$ cat src/rtl/mmu_pkg.sv
// Shared types and encodings for the mmu TLB-refill sequencer.
// Used by mmu_refill and mmu_refill_timeout.
package mmu_pkg;

    typedef enum logic [2:0] {
        S_IDLE  = 3'd0,
        S_FETCH = 3'd1,
        S_CHECK = 3'd2,
        S_WSEL  = 3'd3,
        S_WENT  = 3'd4,
        S_DONE  = 3'd5,
        S_FAULT = 3'd6
    } refill_state_e;

    localparam int PTE_VALID = 1;
    localparam int PTE_WRITE = 2;

    // bit0 of an mmu reg_data word selects fault register vs entry
    localparam logic REG_SEL_FAULT = 1'b0;
    localparam logic REG_SEL_ENTRY = 1'b1;

endpackage

$ cat src/rtl/mmu_refill_timeout.sv
// Watchdog for the PTE fetch: fires after TIMEOUT fetch cycles without ack.
// Only instantiated when MMU_REFILL_TIMEOUT_EN is defined.
module mmu_refill_timeout
    import mmu_pkg::*;
#(
    parameter int TIMEOUT = 15
) (
    input  logic clk,
    input  logic reset_n,
    input  logic fetch,
    input  logic ack,
    output logic expire
);

    localparam int CW = $clog2(TIMEOUT + 1);

    logic [CW-1:0] cnt_q, cnt_d;

    // leaving FETCH clears the count, so every FETCH entry starts at zero
    always_comb begin
        cnt_d = '0;
        if (fetch && !ack) begin
            cnt_d = cnt_q + 1'b1;
        end
    end

    always_ff @(posedge clk) begin
        if (!reset_n) begin
            cnt_q <= '0;
        end else begin
            cnt_q <= cnt_d;
        end
    end

    assign expire = fetch && !ack && (cnt_q == CW'(TIMEOUT - 1));

endmodule

$ cat src/rtl/mmu_refill.sv
// Hardware TLB-refill sequencer: fetches one PTE and installs it via mmu reg_write.
// Optional fetch watchdog enabled by defining MMU_REFILL_TIMEOUT_EN.
module mmu_refill
    import mmu_pkg::*;
#(
    parameter int RV      = 16,
    parameter int PA      = RV,
    parameter int VA      = RV,
    parameter int NMMU    = 8,
    parameter int TIMEOUT = 15
) (
    input  logic                     clk,
    input  logic                     reset_n,
    input  logic                     enable,
    input  logic                     miss_req,
    input  logic                     miss_is_pc,
    input  logic                     miss_sup,
    input  logic [$clog2(NMMU)-1:0]  miss_vpn,
    input  logic                     inv_any,
    input  logic                     ptb_write,
    input  logic [PA-1:0]            ptb_data,
    output logic [PA-1:0]            ptb_read,
    output logic                     stall,
    output logic                     refill_done,
    output logic                     refill_fault,
    output logic                     mem_req,
    output logic [PA-1:0]            mem_addr,
    input  logic                     mem_ack,
    input  logic [RV-1:0]            mem_rdata,
    output logic                     mmu_reg_write,
    output logic [RV-1:0]            mmu_reg_data
);

    localparam int VW      = $clog2(NMMU);
    localparam int KW      = VW + 2;
    localparam int BSH     = $clog2(RV / 8);
    localparam int PTB_LSB = $clog2(4 * NMMU * RV / 8);
    localparam int unused_va = VA;

    refill_state_e state_q, state_d;
    logic [KW-1:0] key_q, key_d;
    logic [RV-1:1] pte_q, pte_d;
    logic [PA-1:0] ptb_q, ptb_d;
    logic          restart_q, restart_d;
    logic          timeout_hit;
    logic          evt;
    logic          unused_rdata0;

    assign unused_rdata0 = mem_rdata[0];
    assign evt = inv_any | ptb_write;

`ifdef MMU_REFILL_TIMEOUT_EN
    mmu_refill_timeout #(
        .TIMEOUT (TIMEOUT)
    ) u_timeout (
        .clk     (clk),
        .reset_n (reset_n),
        .fetch   (state_q == S_FETCH),
        .ack     (mem_ack),
        .expire  (timeout_hit)
    );
`else
    localparam int unused_timeout = TIMEOUT;
    assign timeout_hit = 1'b0;
`endif

    always_ff @(posedge clk) begin
        if (!reset_n) begin
            state_q   <= S_IDLE;
            key_q     <= '0;
            pte_q     <= '0;
            ptb_q     <= '0;
            restart_q <= 1'b0;
        end else begin
            state_q   <= state_d;
            key_q     <= key_d;
            pte_q     <= pte_d;
            ptb_q     <= ptb_d;
            restart_q <= restart_d;
        end
    end

    always_comb begin
        state_d       = state_q;
        key_d         = key_q;
        pte_d         = pte_q;
        ptb_d         = ptb_q;
        restart_d     = restart_q;
        mem_req       = 1'b0;
        mem_addr      = '0;
        mmu_reg_write = 1'b0;
        mmu_reg_data  = '0;
        refill_done   = 1'b0;
        refill_fault  = 1'b0;
        stall         = (state_q != S_IDLE);

        if (ptb_write) begin
            ptb_d = {ptb_data[PA-1:PTB_LSB], {PTB_LSB{1'b0}}};
        end

        unique case (state_q)
            S_IDLE: begin
                restart_d = 1'b0;
                if (miss_req && enable) begin
                    key_d   = {miss_is_pc, miss_sup, miss_vpn};
                    state_d = S_FETCH;
                end
            end
            S_FETCH: begin
                mem_req  = 1'b1;
                mem_addr = ptb_q + (PA'(key_q) << BSH);
                if (evt) begin
                    restart_d = 1'b1;
                end
                if (mem_ack) begin
                    pte_d   = mem_rdata[RV-1:1];
                    state_d = S_CHECK;
                end else if (timeout_hit) begin
                    state_d = S_FAULT;
                end
            end
            // a table change seen during fetch/check makes the PTE stale
            S_CHECK: begin
                restart_d = 1'b0;
                if (restart_q || evt) begin
                    state_d = S_FETCH;
                end else if (!pte_q[PTE_VALID]) begin
                    state_d = S_FAULT;
                end else begin
                    state_d = S_WSEL;
                end
            end
            S_WSEL: begin
                mmu_reg_write = 1'b1;
                mmu_reg_data  = {key_q[VW-1:0], {(RV-VW-4){1'b0}},
                                 key_q[VW+1], key_q[VW], 1'b1, REG_SEL_FAULT};
                state_d       = S_WENT;
            end
            S_WENT: begin
                mmu_reg_write = 1'b1;
                mmu_reg_data  = {pte_q[RV-1:3], pte_q[PTE_WRITE],
                                 1'b1, REG_SEL_ENTRY};
                state_d       = S_DONE;
            end
            S_DONE: begin
                refill_done = 1'b1;
                state_d     = S_IDLE;
            end
            S_FAULT: begin
                refill_fault = 1'b1;
                state_d      = S_IDLE;
            end
            default: begin
                state_d = S_IDLE;
            end
        endcase
    end

    assign ptb_read = ptb_q;

endmodule
$ cat config.mk
export PLATFORM = sky130hd
export DESIGN_NAME = mmu_refill
export DESIGN_NICKNAME = d
export VERILOG_FILES = /design/src/rtl/mmu_pkg.sv /design/src/rtl/mmu_refill_timeout.sv /design/src/rtl/mmu_refill.sv
export SDC_FILE = /design/constraint.sdc
export NUM_CORES = 1
export LEC_CHECK = 0
export BUFFER_PORTS_ARGS = -buffer_cell sky130_fd_sc_hd__buf_2
export CAP_MARGIN = 5
export CORE_ASPECT_RATIO = 1.2
export CORE_UTILIZATION = 45
export CTS_CLUSTER_SIZE = 10
export DETAILED_ROUTE_END_ITERATION = 16
export GPL_ROUTABILITY_DRIVEN = 1
export PLACE_DENSITY_LB_ADDON = 0.3
export SETUP_SLACK_MARGIN = 0.05
export SYNTH_ARGS = -nofsm -noshare
export SYNTH_HDL_FRONTEND = slang
export SYNTH_SLANG_ARGS = --single-unit
$ cat constraint.sdc
create_clock -name clk -period 1.3 [get_ports clk]
set_input_delay 0.065 -clock clk [delete_from_list [all_inputs] [get_ports clk]]
set_output_delay 0.065 -clock clk [all_outputs]
set_load 0.01 [all_outputs]
# Word-level counts from Yosys, hierarchy flattened

Index checks and enable logic that the tools add are counted.

Register bits after elaboration: 34
Word-level logic and storage cells: 40
Input bits: 44
Output and inout port bits: 53

Eq/ne operators: 9
Add/subtract/negate cells: 1
Mux-type cells: 13
Reduce and logical (&&, ||, !) cells: 11
Bitwise gates (word level): 1

Operators by type and width:

| kind               | number |
|---|---|
| $pmux 16 s2        | 1 |
| $add 16x6->16      | 1 |
| $mux 16            | 1 |
| $pmux 3 s5         | 1 |
| $mux 3             | 4 |
| $eq 3x3->1 const B | 3 |
| $reduce_and 2->1   | 4 |
| $eq 3x2->1 const B | 2 |
| $ne 2x2->1 const B | 3 |
| $mux 1             | 5 |
| $reduce_or 2->1    | 2 |
| $eq 3x1->1 const B | 1 |
| $logic_not 3->1    | 1 |
| $reduce_bool 3->1  | 1 |
| $pmux 1 s2         | 1 |
| $reduce_bool 2->1  | 1 |
| $logic_and 1x1->1  | 1 |
| $logic_or 1x1->1   | 1 |
| $or 1x1->1         | 1 |

# Depth between registers and ports, before layout

Gate-level depths: netlist of run 1.

Word-level depth: 4
Mapped depth: 6
Mapped depth without buffers: 4

# Worst setup path after synthesis of run 1

No wires, ideal clock.

Path kind: reg2out
From: reg state_q[2]
To: out mmu_reg_data[1]
Buffers on the path: 3
Path slack: 0.013 ns
Arrival: 1.222 ns
Data required time: 1.235 ns
Cell stages (with the launch flop): 7
Cells stage by stage: dfxtp_1 > buf_6 > and3b_1 > buf_2 > nor2_2 > inv_1 > buf_4

Word-level cells in the longest chain between the ends: 2

Ends and longest elaborated chain:

| element                                  | line              | source |
|---|---|---|
| start, declared                          | mmu_refill.sv:40  | `refill_state_e state_q, state_d;` |
| start signal, assigned                   | mmu_refill.sv:75  | `state_q <= state_d;` |
| $eq 3x3->1 or $eq 3x2->1 (tied branches) | mmu_refill.sv:101 | `unique case (state_q)` |
| $pmux 16 s2 (*)                          | mmu_refill.sv:101 |  |
| end, declared                            | mmu_refill.sv:31  | `output logic [RV-1:0] mmu_reg_data` |

Mark *: on every way between the ends. The rest lies on a longest branch, timed or not.

# Final worst setup path of run 1

From: reg state_q[1]
To: out mem_addr[11]

Word-level cells in the longest chain between the ends: 2

Ends and longest elaborated chain:

| element       | line              | source |
|---|---|---|
| $eq 3x1->1    | mmu_refill.sv:101 |  |
| $mux 16       | mmu_refill.sv:101 |  |
| end, declared | mmu_refill.sv:27  | `output logic [PA-1:0] mem_addr,` |

No other way between the ends.

==> results.md, run 1 <==
| Result | Value | Unit |
| --- | --- | --- |
| Status | finished with violations | - |
| Violated checks | setup timing | - |
| Share of Yosys cell area claimed by the top area cell type | 36.9 | % |
| Pre-CTS WS | -92.1 | ps |
| Vias in the first global route | 1,408 | - |
| Nature of the critical path startpoint | flop | - |
| Master cell of the clock root buffer | sky130_fd_sc_hd__clkbuf_8 | - |
| Synthesized area divided by synthesized cell count | 9.46 | um2 |
| Ys flop type | sky130_fd_sc_hd__dfxtp_1 | - |
| Detail Route Antenna Nets | 0 | - |
| Worst Setup Path Type | reg -> out | - |
| Number of distinct standard cells referenced by the synthesized netlist | 37 | - |
| Layout cells sized above 1 | 56.1 | % |
| Setup repair after global routing missed its margin | true | - |
| Final std cells w/o fill | 348 | - |
| Category of the worst setup path capture point | output pin | - |
| Number of port buffers | 82 | - |
| Setup WS post-layout | -224 | ps |
| Placeable core area | 0.00394 | mm2 |
| Async set-or-reset flop fraction in the synthesized netlist | 0 | % |
| Count of vias placed by the detailed router | 1,652 | - |
| Endpoint arrival time on the critical path | 1460 | ps |
| Top cells by area, synth | sky130_fd_sc_hd__dfxtp_1 37%, sky130_fd_sc_hd__and2_1 8.5%, sky130_fd_sc_hd__a21boi_2 6.1% | - |
| Number of enable-type register cells in the synthesized netlist | 0 | - |
| Total clock buffers created by CTS | 5 | - |
| Number of antenna cells inserted | 0 | - |
| Total leakage power | 1.25 | nW |
| Die Width | 60.5 | um |
| Power density normalized to cell area | 914 | mW/mm2 |
| Pin count of the biggest net entering global routing | 20 | - |
| Count of final hold-check violations | 0 | - |
| Setup Viol. Count Final | 51 | - |
| Clock period minus worst slack | 1520 | ps |
| Share of the clock period used by the worst path after layout | 117 | % |
| Overflow left after global routing | 0 | - |
| Post-route standard cell area excluding fillers | 0.00267 | mm2 |
| Most frequent cell after synthesis | sky130_fd_sc_hd__dfxtp_1 | - |
| CTS sink count | 34 | - |
| Max-cap viol count | 0 | - |
| Worst-path clk slew | 60 | ps |
| Synth warnings | 0 | - |
| GP Congestion | 0.684 | - |
| Leading post-synthesis cells by instance count | 34 x sky130_fd_sc_hd__dfxtp_1, 25 x sky130_fd_sc_hd__and2_1, 22 x sky130_fd_sc_hd__nand2_1 | - |
| Highest net fanout along the worst path | 11 | - |
| I/O pin cnt | 97 | - |
| Flip-flop and latch count after synthesis | 34 | - |
| Hold-fix buffers at CTS | 0 | - |
| Most area-hungry cell type in the Yosys netlist | sky130_fd_sc_hd__dfxtp_1 | - |
| Cell Area, Synth | 0.00185 | mm2 |
| Number of cell rows | 25 | - |
| Placed instance count | 328 | - |
| Largest buffer count on any clock path | 2 | - |
| Number of antenna violations at the first check in global routing | 0 | - |
| Number of instances in the synthesized netlist | 195 | - |
| GRT Util Overall | 18.4 | % |
| Area grow syn2layout | 44.5 | % |
| Sequential fraction of the synthesis area | 36.9 | % |
| Total die area | 0.00436 | mm2 |
| Path category of the worst min-delay check | in -> reg | - |
| IR Drop Worst-Case VDD | 0.584 | mV |
| Wire length of the first global-routing pass | 6.11 | mm |
| Maximum clock rate | 0.656 | GHz |
| Via density | 4.75 | - |
| WL/cell | 12.2 | um |
| Starting DRT DRC Count | 36 | - |
| Drt pass-1 iters | 4 | - |
| Slew Limit Fails | 0 | - |
| Cell Area, Placed | 0.00230 | mm2 |
| Clock insertion delay at the later pin of the skew report | 280 | ps |
| Required time of the critical path | 1240 | ps |
| Die Ht | 72.2 | um |
| Detailed Route WL | 4.23 | mm |
| Starting utilization of the core area | 46.8 | % |
| CTS tree | built | - |
| Post-DP HPWL | 2.89 | mm |
| Total number of H-tree levels | 2 | - |
| # DRC | 0 | - |
| Total Nets Final | 337 | - |
| Clock skew after layout | 2.35 | ps |
## path summary, 6_finish.rpt
kind / startpoint / end / slack [ps] / cells past startpoint
max: state_q[1] / mem_addr[11] / -220 / 5
max reg2reg: state_q[1] / state_q[0] / -170 / 8
min reg2reg: pte_q[9] / pte_q[9] / 450 / 2
min: mem_rdata[11] / pte_q[11] / 20 / 3
## layer usage
metal  vias up  share of wire [%]  global-route usage [%]  wire [um]
met1       741                 41                    21.8       1740
li1        834                  -                       -          -
met5         -                  0                       0          0
met2        70                 51                    31.3       2150
met3         7                6.7                    5.70        285
met4         0                1.3                    6.06         55
## state kept, by name, indices dropped and copies added, names as in the netlist
name / flops
key_q: 5
restart_q: 1
state_q: 3
pte_q: 15
ptb_read: 10
## stage by stage
stage | total power, W | hold WS, ps | TNS (ps) | utilization [%]
floorplan | 0.00143 | 202 | 0 | -
global placement | 0.00155 | 318 | -518 | 58.3
detailed placement | 0.00156 | 320 | -1140 | 58.3
CTS | 0.00239 | 13.1 | -4960 | 63.1
global route | 0.00255 | 19.8 | -10090 | 67.7
finish | 0.00244 | 15.6 | -6840 | 67.7
## layout by cell type, fill, tap and decap left out, types with 4 or more instances in the layout
cell	netlist	routed
sky130_fd_sc_hd__conb_1	1	7
sky130_fd_sc_hd__and2_1	25	19
sky130_fd_sc_hd__buf_6	5	14
sky130_fd_sc_hd__a22o_1	5	5
sky130_fd_sc_hd__a21boi_1	5	7
sky130_fd_sc_hd__nand2_1	22	17
sky130_fd_sc_hd__dfxtp_1	34	31
sky130_fd_sc_hd__buf_12	1	4
sky130_fd_sc_hd__clkbuf_8	0	6
sky130_fd_sc_hd__a21boi_2	10	13
sky130_fd_sc_hd__nor2b_1	10	10
sky130_fd_sc_hd__nor3_1	4	4
sky130_fd_sc_hd__nand2_2	10	15
sky130_fd_sc_hd__buf_4	8	13
sky130_fd_sc_hd__and2_4	0	6
sky130_fd_sc_hd__mux2i_1	10	10
sky130_fd_sc_hd__buf_2	3	75
## cell type report
type                    instances  area (um2)
clock buffers                   7        86.3
clock inverters                 1        5.00
fillers                       330        1270
inverters                       2        10.0
multi-input cells             144        1090
flip-flops and latches         34         692
well taps                      54        67.6
repair buffers                106         711
## logic make-up after synthesis
family	synth area share [%]
mux	5.42
simple gates	31.1
other cells	0.203
compound gates	16.9
flops	36.9
buf+inv	9.42
## power by group
group | switching (W) | internal (W)
clock | 0.000365 | 0.000427
combinational | 0.000244 | 0.000267
sequential | 0.0000424 | 0.00109
## what timing repair did
action                     CTS  global route
resized for setup           15            35
setup buffers                5             7
pin swaps                    6             9
setup endpoints to repair   52            53
## critical path, cell delays in order, from the launching register on
cell	delay, ps
sky130_fd_sc_hd__dfxtp_4	370
sky130_fd_sc_hd__buf_12	130
sky130_fd_sc_hd__nor3b_4	250
sky130_fd_sc_hd__buf_6	170
sky130_fd_sc_hd__and2_1	130
sky130_fd_sc_hd__buf_2	120
Power figures use the tool's default switching activity.
==> run 2, diff against run 1 <==
Settings changed: ABC_AREA set to 1, CORE_UTILIZATION 45 to 44.
==> results.md, run 2 <==
| Result | Value | Unit |
| --- | --- | --- |
| Placeable core area | 0.00372 | mm2 |
| Number of port buffers | 82 | - |
| Cell depth of the worst flop-to-flop path | 8 | - |
| Count of vias placed by the detailed router | 1,901 | - |
| Ys flop type | sky130_fd_sc_hd__dfxtp_1 | - |
| Vias in the first global route | 1,626 | - |
| Synth warnings | 0 | - |
| Most frequent cell after synthesis | sky130_fd_sc_hd__nor2_1 | - |
| Worst Setup Path Type | reg -> out | - |
| Register containing the most flip-flops in the final layout | pte_q | - |
| CP peak stage delay | 370 | ps |
| Starting utilization of the core area | 47.3 | % |
| Maximum clock rate | 0.721 | GHz |
| Number of antenna cells inserted | 0 | - |
| Count of final hold-check violations | 0 | - |
| Area grow syn2layout | 54.0 | % |
| Sequential fraction of the synthesis area | 38.6 | % |
| Share of the clock period used by the worst path after layout | 107 | % |
| Detail Route Antenna Nets | 0 | - |
| Top cells by area, synth | sky130_fd_sc_hd__dfxtp_1 39%, sky130_fd_sc_hd__nor2_1 16%, sky130_fd_sc_hd__inv_1 10% | - |
| Total die area | 0.00426 | mm2 |
| Number of enable-type register cells in the synthesized netlist | 0 | - |
| Nature of the critical path startpoint | flop | - |
| Path category of the worst min-delay check | in -> reg | - |
| Cell Area, Synth | 0.00176 | mm2 |
| Layout cells sized above 1 | 41.7 | % |
| Clock insertion delay at the later pin of the skew report | 280 | ps |
| Category of the worst setup path capture point | output pin | - |
| WL/cell | 11.0 | um |
| Total leakage power | 1.37 | nW |
| Violated checks | setup timing | - |
| Proportion of power drawn by the clock network | 33.3 | % |
| Share of total power in combinational logic | 25.9 | % |
| Required time of the critical path | 1240 | ps |
| Critical register-to-register path endpoint | pte_q[15] | - |
| Synthesized area divided by synthesized cell count | 6.41 | um2 |
| Aggregate negative setup slack | -1240 | ps |
| Min Hold Slack | 4.33 | ps |
| Flop-to-flop setup slack | 30 | ps |
| GRT Util Overall | 20.4 | % |
| Die Width | 59.8 | um |
| Max-cap viol count | 0 | - |
| Worst setup startpoint | state_q[0] | - |
| I/O pin cnt | 97 | - |
| Internal | 0.00203 | W |
| Async set-or-reset flop fraction in the synthesized netlist | 0 | % |
| CTS sink count | 34 | - |
| Master cell of the clock root buffer | sky130_fd_sc_hd__clkbuf_8 | - |
| Crit-path slowest cell | sky130_fd_sc_hd__dfxtp_4 | - |
| Total Nets Final | 412 | - |
| Die Ht | 71.3 | um |
| Setup Viol. Count Final | 31 | - |
| GP Congestion | 0.844 | - |
| Wire length of the first global-routing pass | 6.67 | mm |
| Slew Limit Fails | 0 | - |
| Pin count of the biggest net entering global routing | 21 | - |
| Status | finished with violations | - |
| Highest net fanout along the worst path | 5 | - |
| Number of antenna violations at the first check in global routing | 0 | - |
| Startpoint of the worst-slack reg-to-reg timing path | state_q[0] | - |
| Number of distinct standard cells referenced by the synthesized netlist | 22 | - |
| Number of flip-flops under the largest register name | 15 | - |
| Most common library cell in the layout ignoring fill and taps | sky130_fd_sc_hd__buf_2 | - |
| Clock period minus worst slack | 1390 | ps |
| Clock skew after layout | 1.19 | ps |
| IR Drop Worst-Case VDD | 1.04 | mV |
| Starting DRT DRC Count | 87 | - |
| Most area-hungry cell type in the Yosys netlist | sky130_fd_sc_hd__dfxtp_1 | - |
| Power density normalized to cell area | 1050 | mW/mm2 |
| Total power | 0.00285 | W |
| Post-DP HPWL | 2.95 | mm |
| Number of instances in the synthesized netlist | 275 | - |
| Worst-path clk slew | 70 | ps |
| Switching power share of the total | 28.6 | % |
| CTS tree | built | - |
| Via density | 4.52 | - |
| Leading cell types in the layout, fill and taps excluded | 75 x sky130_fd_sc_hd__buf_2, 57 x sky130_fd_sc_hd__nor2_1, 47 x sky130_fd_sc_hd__inv_1 | - |
| Total clock buffers created by CTS | 5 | - |
| Drt pass-1 iters | 4 | - |
| Number of cell rows | 24 | - |
| Share of Yosys cell area claimed by the top area cell type | 38.6 | % |
| Setup repair after global routing missed its margin | true | - |
| Switching pwr | 0.000816 | W |
| Setup WS post-layout | -87.1 | ps |
| Flip-flop and latch count after synthesis | 34 | - |
| Total number of H-tree levels | 2 | - |
| Detailed Route WL | 4.65 | mm |
| Sequential power share | 40.8 | % |
| Largest buffer count on any clock path | 2 | - |
| # DRC | 0 | - |
| Endpoint arrival time on the critical path | 1320 | ps |
| Leading post-synthesis cells by instance count | 75 x sky130_fd_sc_hd__nor2_1, 48 x sky130_fd_sc_hd__inv_1, 41 x sky130_fd_sc_hd__nand2_1 | - |
| Endpoint of the most critical setup path | mem_addr[13] | - |
| Overflow left after global routing | 0 | - |
| List of cells traversed by the critical path | inv_4, nor2_4, nand2_4, clkbuf_16, nor2_1, buf_2 | - |
-- run 2: cell types whose count changed after synthesis, moves of 11 or more --
| cell | previous run | this run |
|---|---|---|
| sky130_fd_sc_hd__nand3_1 | 5 | 19 |
| sky130_fd_sc_hd__nor2_1 | 2 | 75 |
| sky130_fd_sc_hd__nand2_1 | 22 | 41 |
| sky130_fd_sc_hd__inv_1 | 1 | 48 |
| sky130_fd_sc_hd__o21ai_0 | 5 | 16 |
| sky130_fd_sc_hd__and2_1 | 25 | 0 |
-- run 2: cells by family after synthesis --
logic type      synth area share [%]
simple gates                    34.7
other cells                    0.213
compound gates                  8.66
flops                           38.6
buf+inv                         17.8
-- run 2: area by class of cell --
type	instances	area, um2
fillers	330	1010
multi-input cells	179	973
flip-flops and latches	34	689
repair buffers	99	689
inverters	49	189
clock buffers	7	76.3
well taps	52	65.1
clock inverters	1	30.0
-- run 2: timing repair --
action                     in CTS  in global routing
setup endpoints to repair      36                 55
hold buffers                    0                  0
setup buffers                   7                  2
pin swaps                       4                 17
gates resized for setup        19                 50
gates cloned                    0                  3
-- run 2: power by group through the flow --
stage / clock network, W / logic (W) / registers (W)
finish: 0.000948 / 0.000738 / 0.00116
global placement: 0 / 0.000506 / 0.00118
CTS: 0.000966 / 0.000593 / 0.00116
detailed placement: 0 / 0.000511 / 0.00118
floorplan: 0 / 0.000338 / 0.00119
global route: 0.00100 / 0.000812 / 0.00117
-- run 2: per-layer routing --
layer | up-vias | share of wire, % | GRT usage (%)
li1 | 997 | - | -
met1 | 833 | 41 | 22.3
met2 | 66 | 51 | 36.7
met3 | 5 | 6.4 | 6.68
met4 | 0 | 0.97 | 5.43
met5 | - | 0 | 0
-- run 2: critical path: cells and delay by family (launching register included) --
kind,cells,cell delay [ps]
flops,1,370
buf+inv,3,360
simple gates,3,300
-- run 2: how the worst min path moves through the flow --
| stage | cells after the start | from | endpoint | slack, ps |
|---|---|---|---|---|
| after floorplan | 2 | miss_vpn[0] | key_q[0] | 200 |
| after CTS | 3 | miss_is_pc | key_q[4] | 2 |
| final | 3 | miss_vpn[0] | key_q[0] | 4 |
| after detailed placement | 3 | miss_is_pc | key_q[4] | 300 |
| after global routing | 3 | miss_vpn[0] | key_q[0] | 20 |
| after global placement | 3 | miss_is_pc | key_q[4] | 290 |
-- run 2: per-stage QoR --
stage,util [%],area (um2),std cells,setup WS (ps)
finish,72.8,2710,421,-87.1
CTS,65.3,2430,416,-75.6
floorplan,-,1780,281,112
global placement,59.1,2200,401,89.0
detailed placement,59.1,2200,401,62.9
global route,72.8,2710,421,-153
